$ cat config.mk
export PLATFORM = sky130hd
export DESIGN_NAME = i2c_slv_l2_wr_ctrl
export DESIGN_NICKNAME = d
export VERILOG_FILES = /design/src/rtl/i2c_slv_l2_wr_ctrl.sv
export SDC_FILE = /design/constraint.sdc
export NUM_CORES = 1
export LEC_CHECK = 0
export ABC_AREA = 1
export CAP_MARGIN = 5
export CORE_MARGIN = 2
export CORE_UTILIZATION = 60
export CTS_BUF_LIST = sky130_fd_sc_hd__clkbuf_2
export DETAILED_ROUTE_END_ITERATION = 12
export PLACE_DENSITY = 0.88
export SLEW_MARGIN = 20
export SYNTH_ARGS = -nofsm -noshare
export SYNTH_HDL_FRONTEND = slang
export SYNTH_SLANG_ARGS = --single-unit
$ cat constraint.sdc
create_clock -name clk_i -period 4.25 [get_ports clk_i]
set_input_delay 0.85 -clock clk_i [delete_from_list [all_inputs] [get_ports clk_i]]
set_output_delay 0.85 -clock clk_i [all_outputs]
set_load 0.01 [all_outputs]
$ cat src/rtl/i2c_slv_l2_wr_ctrl.sv
`default_nettype none
// +----------------------------------------------------------------------------+
// | Module      : i2c_slv_l2_wr_ctrl                                           |
// | Description : Turns the I2C slave RX byte stream into 32-bit word writes   |
// |               on an OBI-style L2 port. Each frame carries a 4-byte LE base |
// |               address, then payload bytes packed LE into words written at  |
// |               auto-incrementing addresses inside a permitted L2 window.    |
// | Ports       : clk_i/rst_ni        clock, async active-low reset            |
// |               start_i/stop_i      START/STOP pulses from the I2C slave     |
// |               rx_valid_i/rx_data_i/rx_ready_o  RX byte handshake           |
// |               mem_req_o/mem_gnt_i/mem_we_o/mem_addr_o/mem_wdata_o/mem_be_o |
// |                                   L2 write port                            |
// |               busy_o              controller not idle                      |
// |               err_o/clr_i         sticky error, clear (also clears words)  |
// |               words_o             saturating count of granted writes       |
// | Revision    : 1.0 - initial release                                        |
// +----------------------------------------------------------------------------+
module i2c_slv_l2_wr_ctrl #(
    parameter logic [31:0] WIN_BASE = 32'h1C00_0000,
    parameter logic [31:0] WIN_SIZE = 32'h0008_0000,
    parameter int unsigned CNT_W    = 16
) (
    input  logic             clk_i,
    input  logic             rst_ni,
    input  logic             start_i,
    input  logic             stop_i,
    input  logic             rx_valid_i,
    input  logic [7:0]       rx_data_i,
    output logic             rx_ready_o,
    output logic             mem_req_o,
    input  logic             mem_gnt_i,
    output logic             mem_we_o,
    output logic [31:0]      mem_addr_o,
    output logic [31:0]      mem_wdata_o,
    output logic [3:0]       mem_be_o,
    output logic             busy_o,
    output logic             err_o,
    input  logic             clr_i,
    output logic [CNT_W-1:0] words_o
);

    localparam logic [1:0] c_ST_IDLE = 2'd0;
    localparam logic [1:0] c_ST_ADDR = 2'd1;
    localparam logic [1:0] c_ST_DATA = 2'd2;
    localparam logic [1:0] c_ST_WR   = 2'd3;

    // 33-bit bounds so a window touching the top of the address space cannot wrap
    localparam logic [32:0] c_WIN_LO  = {1'b0, WIN_BASE};
    localparam logic [32:0] c_WIN_HI  = {1'b0, WIN_BASE} + {1'b0, WIN_SIZE};
    localparam logic [CNT_W-1:0] c_CNT_ONE = {{(CNT_W-1){1'b0}}, 1'b1};

    logic [1:0]       r_state;
    logic [31:0]      r_addr;
    logic [31:0]      r_wdata;
    logic [3:0]       r_be;
    logic [1:0]       r_lane;
    logic [1:0]       r_idx;
    logic             r_stop_pend;
    logic             r_start_pend;
    logic             r_err;
    logic [CNT_W-1:0] r_words;
    logic             r_rdy_en;   // keeps rx_ready_o low while in reset

    logic             w_wr;
    logic             w_in_win;
    logic             w_rx_fire;
    logic             w_wr_done;
    logic [CNT_W-1:0] w_words_inc;

    assign w_wr       = (r_state == c_ST_WR);
    assign w_in_win   = ({1'b0, r_addr} >= c_WIN_LO) && ({1'b0, r_addr} < c_WIN_HI);
    // Out-of-window words never raise a request; WR is left as if granted.
    assign w_wr_done  = w_wr & (~w_in_win | mem_gnt_i);
    assign w_rx_fire  = rx_valid_i & rx_ready_o;
    assign w_words_inc = (r_words == {CNT_W{1'b1}}) ? r_words : r_words + c_CNT_ONE;

    assign rx_ready_o  = r_rdy_en & ~w_wr;
    assign mem_req_o   = w_wr & w_in_win;
    assign mem_we_o    = mem_req_o;
    assign mem_addr_o  = r_addr;
    assign mem_wdata_o = r_wdata;
    assign mem_be_o    = r_be;
    assign busy_o      = (r_state != c_ST_IDLE);
    assign err_o       = r_err;
    assign words_o     = r_words;

    always_ff @(posedge clk_i or negedge rst_ni) begin
        if (!rst_ni) begin
            r_state      <= c_ST_IDLE;
            r_addr       <= 32'd0;
            r_wdata      <= 32'd0;
            r_be         <= 4'd0;
            r_lane       <= 2'd0;
            r_idx        <= 2'd0;
            r_stop_pend  <= 1'b0;
            r_start_pend <= 1'b0;
            r_err        <= 1'b0;
            r_words      <= '0;
            r_rdy_en     <= 1'b0;
        end else begin
            r_rdy_en <= 1'b1;
            // Clear first; any error set or grant below overrides it this cycle.
            if (clr_i) begin
                r_err   <= 1'b0;
                r_words <= '0;
            end

            case (r_state)
                c_ST_IDLE: begin
                    if (start_i) begin
                        r_state <= c_ST_ADDR;
                        r_idx   <= 2'd0;
                    end
                end

                c_ST_ADDR: begin
                    if (start_i) begin
                        r_idx <= 2'd0;
                    end else begin
                        if (w_rx_fire) begin
                            r_addr[{r_idx, 3'b000} +: 8] <= rx_data_i;
                            r_idx <= r_idx + 2'd1;
                            if (r_idx == 2'd3) begin
                                r_addr[1:0] <= 2'b00;
                                if (r_addr[1:0] != 2'b00) r_err <= 1'b1;
                                r_state <= c_ST_DATA;
                                r_lane  <= 2'd0;
                                r_be    <= 4'd0;
                                r_wdata <= 32'd0;
                            end
                        end
                        // A stop landing with the 4th address byte is an empty frame, not an abort.
                        if (stop_i) begin
                            r_state <= c_ST_IDLE;
                            if (!(w_rx_fire && (r_idx == 2'd3))) r_err <= 1'b1;
                        end
                    end
                end

                c_ST_DATA: begin
                    if (start_i) begin
                        if (r_lane != 2'd0) r_err <= 1'b1;
                        r_state <= c_ST_ADDR;
                        r_idx   <= 2'd0;
                        r_lane  <= 2'd0;
                        r_be    <= 4'd0;
                        r_wdata <= 32'd0;
                    end else if (w_rx_fire) begin
                        r_wdata[{r_lane, 3'b000} +: 8] <= rx_data_i;
                        r_be[r_lane] <= 1'b1;
                        r_lane       <= r_lane + 2'd1;
                        if ((r_lane == 2'd3) || stop_i) begin
                            r_state      <= c_ST_WR;
                            r_stop_pend  <= stop_i;
                            r_start_pend <= 1'b0;
                        end
                    end else if (stop_i) begin
                        if (r_lane != 2'd0) begin
                            r_state      <= c_ST_WR;
                            r_stop_pend  <= 1'b1;
                            r_start_pend <= 1'b0;
                        end else begin
                            r_state <= c_ST_IDLE;
                        end
                    end
                end

                c_ST_WR: begin
                    if (stop_i)  r_stop_pend  <= 1'b1;
                    if (start_i) r_start_pend <= 1'b1;
                    if (w_wr_done) begin
                        if (!w_in_win) r_err   <= 1'b1;
                        else           r_words <= clr_i ? c_CNT_ONE : w_words_inc;
                        r_addr       <= r_addr + 32'd4;
                        r_lane       <= 2'd0;
                        r_be         <= 4'd0;
                        r_wdata      <= 32'd0;
                        r_stop_pend  <= 1'b0;
                        r_start_pend <= 1'b0;
                        // Events seen in the grant cycle itself count as pending too.
                        if (r_start_pend || start_i) begin
                            r_state <= c_ST_ADDR;
                            r_idx   <= 2'd0;
                        end else if (r_stop_pend || stop_i) begin
                            r_state <= c_ST_IDLE;
                        end else begin
                            r_state <= c_ST_DATA;
                        end
                    end
                end

                default: r_state <= c_ST_IDLE;
            endcase
        end
    end

endmodule
`default_nettype wire

== After elaboration in Yosys (flattened, before gate mapping) ==
Index checks and enable logic that the tools add are counted.

* $lt $le $gt $ge: 4
* Equality and inequality tests: 26
* Multiplexer cells: 84
* Shifts and indexed selects: 4
* $add $sub $neg: 6
* Bitwise logic cells: 8
* Reduce and logical (&&, ||, !) cells: 20

{| class="wikitable"
|+ Operators by type and width
! cell !! number
|-
| $mux 32 || 9
|-
| $mux 16 || 6
|-
| $pmux 32 s3 || 1
|-
| $bwmux 32 || 2
|-
| $pmux 32 s2 || 1
|-
| $shift 8x7->32 const A || 2
|-
| $shiftx 8x7->32 || 2
|-
| $mux 2 || 25
|-
| $add 32x3->32 const B || 1
|-
| $ge 32x29->1 const B || 1
|-
| $lt 32x29->1 const B || 1
|-
| $mux 1 || 26
|-
| $mux 4 || 6
|-
| $ne 3x3->1 const B || 7
|-
| $reduce_and 6->1 || 3
|-
| $add 16x1->16 const B || 1
|-
| $eq 16x16->1 const B || 1
|-
| $neg 5->7 || 2
|-
| $pmux 2 s3 || 2
|-
| $pmux 4 s3 || 1
|-
| $ne 2x2->1 const B || 5
|-
| $reduce_bool 2->1 || 5
|-
| $eq 2x2->1 const B || 4
|-
| $ne 4x4->1 const B || 2
|-
| other kinds (22) || 36
|}

* Word-level logic and storage cells: 163
* Input bits: 15
* Output and inout bits: 89
* Bits in registers: 94

== Logic depth before layout (Yosys ltp) ==
* Depth after elaboration: 9
* Depth in mapped cells: 12
* Depth with buffers taken out: 12

== Worst setup path before layout ==
No wires, ideal clock.

* Kind: flip-flop to output port
* Start: register r_addr[24] (netlist: mem_addr_o[24])
* End: output mem_we_o
* Stages on the path, launching flop included: 7
* Data required time: 3,400 ps
* Arrival time: 1,170 ps
* Path slack: 2,230 ps
* Path buffers: 1
* Path through: dfrtp_1 -> inv_1 -> nand3_1 -> nor2_2 -> nand3_2 -> inv_2 -> buf_4

* Cells in the longest elaborated chain, start to end: 3
* Elaborated cells on any way between the ends: 4
* Classes of those cells: order compare: 2; bitwise: 1; reduce/logical: 1

{| class="wikitable"
|+ Ends and longest elaborated chain
! element !! RTL line !! RTL
|-
| start: declaration || 53 || <nowiki>logic [31:0] r_addr;</nowiki>
|-
| start signal: indexed assignment || 121 || <nowiki>r_addr[{r_idx, 3'b000} +: 8] <= rx_data_i;</nowiki>
|-
| start signal: assignment || 174 || <nowiki>r_addr <= r_addr + 32'd4;</nowiki>
|-
| $ge 32x29->1 or $lt 32x29->1 (tied branches) || 71 || <nowiki>assign w_in_win = ({1'b0, r_addr} >= c_WIN_LO) && ({1'b0, r_addr} < c_WIN_HI);</nowiki>
|-
| $logic_and 1x1->1 * || 71 ||
|-
| $and 1x1->1 * || 78 || <nowiki>assign mem_req_o = w_wr & w_in_win;</nowiki>
|-
| end: declaration || 32 || <nowiki>output logic mem_we_o,</nowiki>
|}

Every way passes the cells marked *; elsewhere a longest branch is shown, timed or not.

== Worst setup path after layout ==
* Start: register r_state[1]
* End: output mem_req_o

* Cells in the longest elaborated chain, start to end: 2

{| class="wikitable"
|+ Ends and longest elaborated chain
! element !! RTL line !! RTL
|-
| start: declaration || 52 || <nowiki>logic [1:0] r_state;</nowiki>
|-
| start signal: assignment || 89 || <nowiki>r_state <= c_ST_IDLE;</nowiki>
|-
| start signal: assignment || 111 || <nowiki>r_state <= c_ST_ADDR;</nowiki>
|-
| start signal: assignment || 126 || <nowiki>r_state <= c_ST_DATA;</nowiki>
|-
| $eq 2x2->1 || 70 || <nowiki>assign w_wr = (r_state == c_ST_WR);</nowiki>
|-
| $and 1x1->1 || 78 ||
|-
| end: declaration || 30 || <nowiki>output logic mem_req_o,</nowiki>
|}

Every way passes these cells.

==> summary.txt <==
Outcome
  • Status: finished clean

CTS
  • Setup bufs post-CTS: 0
  • Root Buffer: clkbuf_2
  • Clk pin slew, worst setup/hold paths: a little under 0.3 ns
  • Latest clock arrival within the worst-skew pair: 0.63 ns
  • CTS tree: done
  • H-tree levels: 3
  • Post-cts sizing count: 0
  • Longest Clk Path Bufs: 2
  • Clock sinks: 94
  • # hold bufs at CTS: 0
  • TritonCTS Buffers: 9

Final layout
  • Layout cell share with drive strength beyond 1: 0.0616
  • Fillers: just under 900
  • # diodes: 0
  • Area growth from synthesis to layout: 19.7%
  • Number of nets in the layout: 1077
  • Core Util, Final: 0.741

STA
  • Min Hold Slack: 0.259 ns
  • Clk_skew: 0.0268 ns
  • Fin crit share: 0.800
  • Final Hold Vio Count: 0
  • Worst-Margin Slew: 0.841 ns
  • Fmax: 0.294 GHz
  • Fin crit period: between 3 and 4 ns
  • Final setup fails: 0
  • Max-slew violations: 0
  • Setup_tns: 0 ns
  • Max_slew headroom: 0.439
  • RSZ-0062 raised after global routing: no

Floorplanning
  • Num rows: 37
  • Initial Utilization: 0.619
  • Core area: just over 0.01 mm^2
  • Area of the die: 0.0115 mm^2
  • Chip Height: roughly 110 um
  • Die W: 107 um
  • I/O pins: between 100 and 150

Logic synthesis
  • Adder-Cell Fraction of Synth Area: 0.0215
  • Synth Register Bits: 94
  • Synth warn: 0
  • Syn Inst Count: 952
  • Seq/Total Area, Yosys: 0.367
  • Area leader, netlist: dfrtp_1
  • Commonest cells in the netlist: nand2_1 (382), nor2_1 (124), dfrtp_1 (94)
  • Synth Area in XOR/XNOR: 0.0191
  • Dominant synthesized flop cell: dfrtp_1
  • Most frequent cell after synthesis: nand2_1
  • Post-Syn Area: 0.00642 mm^2
  • FFs w/ async S/R, synth: 1.00
  • Top post-synthesis cells by area: dfrtp_1 (37%), nand2_1 (22%), nor2_1 (7.3%)
  • Mean Syn Cell Area: 6.74 um^2
  • Post-synthesis compound-gate area fraction: 0.0725
  • Number of enable flip-flop cells after synthesis: 0
  • Post-Synth Simple-Gate Area: 0.441
  • Cell variety after synth: 44
  • Mux share of post-synthesis cell area: 0
  • Yosys top cell area share: 0.367
  • Largest family of logic cells by synthesized area: simple AND/OR/NAND/NOR gates
  • Syn_nets: 978

Detailed routing
  • Initial drt markers: 547
  • DRT antenna net count: 0
  • DR vias: 6598
  • DR WL/cell: 14.8 um
  • Mean number of vias per cell: 5.54
  • Final WL: 17600 um
  • Drt pass-1 iters: 5
  • Number of remaining DRC errors: 0

Global route
  • Global-route track usage on met3: 0.0357
  • Number of antenna violations at the first check in global routing: 0
  • Gr busiest metal: met2
  • Vias in the first global route: 6000
  • Largest net degree at the start of global routing: 65
  • Total GRT Usage: 0.316
  • Met1 GRT Util: 0.445
  • Met2 GRT Util: 0.502
  • Grt ovf: 0
  • First-pass GRT wire length: 28900 um

Critical path
  • Worst setup EP type: output port
  • CP required: approximately 3.4 ns
  • Crit Path Max Fanout: 35
  • Setup crit start kind: flop
  • WP data arrival: 2.55 ns
  • WS Path Type: reg2out

Pwr
  • Gate power share: 0.374
  • Maximum vdd drop: 0.301 mV
  • Switching Fraction: 0.423
  • Sequential share of power: 0.401
  • Power per cell area: roughly 350 mW/mm^2
  • Clock Power Share: 0.225
  • Power Total: 2.67 mW
  • Internal power: ~1.5 mW
  • Leak: 3.60 nW
  • P_sw: 1.13 mW

Place
  • Post-DP HPWL: around 13000 um
  • # port buffers: around 100
  • Final GP Congestion: between 0.9 and 1

Job
  • Max_cap viols: 0

Min path
  • Hold WC Path Type: in2async
## final cells by class
class,count,area (um^2),area share
Clock buffer,9,45.0,0.00586
Clock inverter,7,121,0.0158
Inverter,102,388,0.0505
Multi-Input combinational cell,739,3560,0.464
Sequential cell,94,2350,0.306
Tap cell,136,170,0.0221
Timing Repair Buffer,105,1040,0.136
## registers in the layout, indices dropped and copies added, names as in the netlist, 2 cells and up
register / count
mem_wdata_o: 32
r_lane: 2
r_state: 2
r_idx: 2
mem_be_o: 4
words_o: 16
mem_addr_o: 32
## critical path, cell delays in order (launching register included)
cell,delay [ns]
dfrtp_1,0.58
nand2_4,0.18
inv_4,0.35
nand3_2,0.16
inv_2,0.11
clkdlybuf4s50_1,0.54
## per-stage QoR
stage	instance area, um^2	instances	setup slack, ns
2_1_floorplan	6420	952	2.23
3_3_place_gp	7520	1176	1.39
3_5_place_dp	7520	1176	1.34
4_1_cts	7680	1192	0.857
5_1_grt	7680	1192	0.723
6_report	7680	1192	0.852
## power groups by stage
stage / combinational, mW / clock (mW) / sequential [mW]
after floorplan: 0.713 / 0 / 1.08
after global routing: 1.10 / 0.631 / 1.09
after detailed placement: 0.988 / 0 / 1.08
final: 1.00 / 0.601 / 1.07
after CTS: 0.992 / 0.594 / 1.07
after global placement: 0.967 / 0 / 1.09
## path summary, 6_finish.rpt
| check | from | slack (ns) | to | cells after the start |
|---|---|---|---|---|
| setup / recovery | r_state[1] | 0.85 | mem_req_o | 5 |
| hold / removal | rst_ni | 0.26 | mem_addr_o[15] | 1 |
| setup reg to reg | r_lane[0] | 1.83 | mem_wdata_o[6] | 7 |
| hold reg to reg | mem_wdata_o[5] | 0.52 | mem_wdata_o[5] | 2 |
| max in group asynchronous | rst_ni | 3.19 | mem_be_o[3] | 2 |
| min in group clk_i | mem_wdata_o[5] | 0.52 | mem_wdata_o[5] | 2 |
## per-layer routing
layer,wire length (um),up-vias
met5,0,-
met4,407,0
met3,1310,34
met2,8140,309
met1,7740,3031
li1,-,3224
## layout by cell type (no fill, tap or decap), types with 12 or more instances in the layout
cell	n
clkdlybuf4s50_1	102
nor3_1	16
a21oi_1	12
dfrtp_1	94
nand4_1	17
nor2_1	124
inv_1	90
o21ai_0	28
nand3_1	66
nand2_1	382
## cell families after synthesis
| family | Yosys count |
|---|---|
| AND/OR/NAND/NOR | 639 |
| adder cells (fa/ha/maj) | 11 |
| AO/OA/AOI/OAI | 74 |
| buffers and inverters | 119 |
| flip-flops | 94 |
| other | 1 |
| XOR/XNOR | 14 |
Note: power is estimated with default switching activity, not from simulation.
==> RTL edit (config.mk and constraints unchanged) <==
Register the output `err_o` once more, cleared by the reset; this adds one clock of latency there. The other outputs are not delayed to match.
--- a/src/rtl/i2c_slv_l2_wr_ctrl.sv
+++ b/src/rtl/i2c_slv_l2_wr_ctrl.sv
@@ -81,7 +81,13 @@
     assign mem_wdata_o = r_wdata;
     assign mem_be_o    = r_be;
     assign busy_o      = (r_state != c_ST_IDLE);
-    assign err_o       = r_err;
+    always_ff @(posedge clk_i or negedge rst_ni) begin
+        if (!rst_ni) begin
+            err_o <= '0;
+        end else begin
+            err_o <= r_err;
+        end
+    end
     assign words_o     = r_words;
 
     always_ff @(posedge clk_i or negedge rst_ni) begin
Formal check against the unedited RTL: not equivalent (a bounded check fails within 4 cycles, from zero or initial values and one cycle with rst_ni low).
==> RTL edit against the unedited design <==
First-iteration DRC count increased by 14%. Total power increased by 8.9%. Routed wire length increased by 5.8%. Sequential cell count increased by 1. Cell area increased by 3.3%. Area after synthesis increased by 5.2%. Register-to-register slack got worse by 0.08 ns. Worst setup slack improved by 0.14 ns.
==> RTL edit: results (changes against the unedited design) <==
yosys-top-cells-area: "dfrtp_1 35%, nand2_1 23%, nor2_1 6.4%"
place_hpwl_um: 14100  # +8.6%
run_status: "complete, no violations"
fillCellCount: 941  # +8.8%
leakagePower_nw: 3.70  # +2.9%
viasPerCell: 5.61  # +1.3%
crit_fanout: 7  # -80%
grt_max_degree: 72  # +11%
grt_pass1_vias: 6311  # +5.2%
place_congestion: 0.984  # +4.3%
synth.net_count: 1042  # +6.5%
synth.distinct_cells: 43  # -2.3%
yosysSeqAreaShare_pct: 35.2  # -1.5 points
drt_iter0_drc: 621  # +14%
fin_area_um2: 7940  # +3.3%
rrSetupSlack_ns: 1.75  # -0.08 ns
tightest_slew_ns: 0.889  # +0.0479 ns
layout.nets: 1134  # +5.3%
clkLatencyLatePin_ns: 0.58  # -0.05 ns
grt_use_total_pct: 32.1  # +0.48 points
ir_drop_uv: 276  # -8.5%
clk_pin_slew_ns: 0.26  # -0.03 ns
yosys-top-cells-count: "416 x nand2_1, 115 x nor2_1, 95 x dfrtp_1"
grt_pass1_wl_um: 30500  # +5.5%
dpl_cell_area_um2: 7820  # +4.0%
arrival_ns: 2.40  # -0.15 ns
post_drt_wl_per_cell_um: 14.9  # +0.66%
-- RTL edit: changes by cell type after synthesis, moves of 5 or more --
cell,unedited run,this run
o21ai_2,8,26
nand2_1,382,416
o21ai_1,7,14
o21ai_0,28,34
nand3_1,66,71
nor2_1,124,115
nor3_1,16,25
-- RTL edit: metal layers --
layer  vias to the layer above  global-route usage (%)  share of wire (%)  routed length, um
li1                       3417                       -                  -                  -
met1                      3213                    45.3                 43               7950
met2                       355                    50.4                 46               8590
met3                        42                    5.64                8.9               1650
met4                         0                    9.86                2.3                422
met5                         -                       0                  0                  0
-- RTL edit: worst max-delay path, cell delays in order (launching register included) --
cell	delay, ns
dfrtp_1	0.55
nor2_2	0.20
nand2_1	0.08
nor2_2	0.13
nand2_2	0.10
nor2_4	0.19
clkdlybuf4s50_1	0.58
-- RTL edit: layout make-up --
cell class,count,area share [%]
multi-input cells,799,48.5
flip-flops and latches,95,30.0
repair buffers,106,13.2
inverters,97,4.59
well taps,140,2.21
clock inverters,6,0.883
clock buffers,10,0.631
-- RTL edit: logic make-up after synthesis --
kind of cell | after synthesis | share of synthesized area (%)
other cells | 1 | 0.0555
xor+xnor | 12 | 1.56
buf+inv | 122 | 7.80
fa+ha+maj | 11 | 2.04
compound gates | 97 | 9.21
flops | 95 | 35.2
simple gates | 678 | 44.1
-- RTL edit: report_power, final --
group          switching [mW]  total (mW)  internal, mW  leakage (nW)
logic                   0.768        1.22         0.449          2.35
registers               0.204        1.23          1.03          1.28
clock network           0.324       0.465         0.140        0.0648
-- RTL edit: path summary, 6_finish.rpt --
kind,end,start
setup / recovery,mem_req_o,mem_addr_o[23]
hold / removal,mem_addr_o[9],rst_ni
hold reg to reg,err_o,r_err
min in group clk_i,err_o,r_err
max in group asynchronous,words_o[1],rst_ni
setup reg to reg,mem_wdata_o[3],r_lane[0]
-- RTL edit: metrics by stage --
stage | power [mW] | worst slack, ns | hold WS, ns | instances
floorplan | 2.03 | 2.12 | 0.354 | 1016
global placement | 2.42 | 1.52 | 0.387 | 1237
detailed placement | 2.44 | 1.47 | 0.379 | 1237
CTS | 2.91 | 0.995 | 0.359 | 1253
global route | 3.12 | 0.833 | 0.365 | 1253
finish | 2.91 | 0.997 | 0.319 | 1253
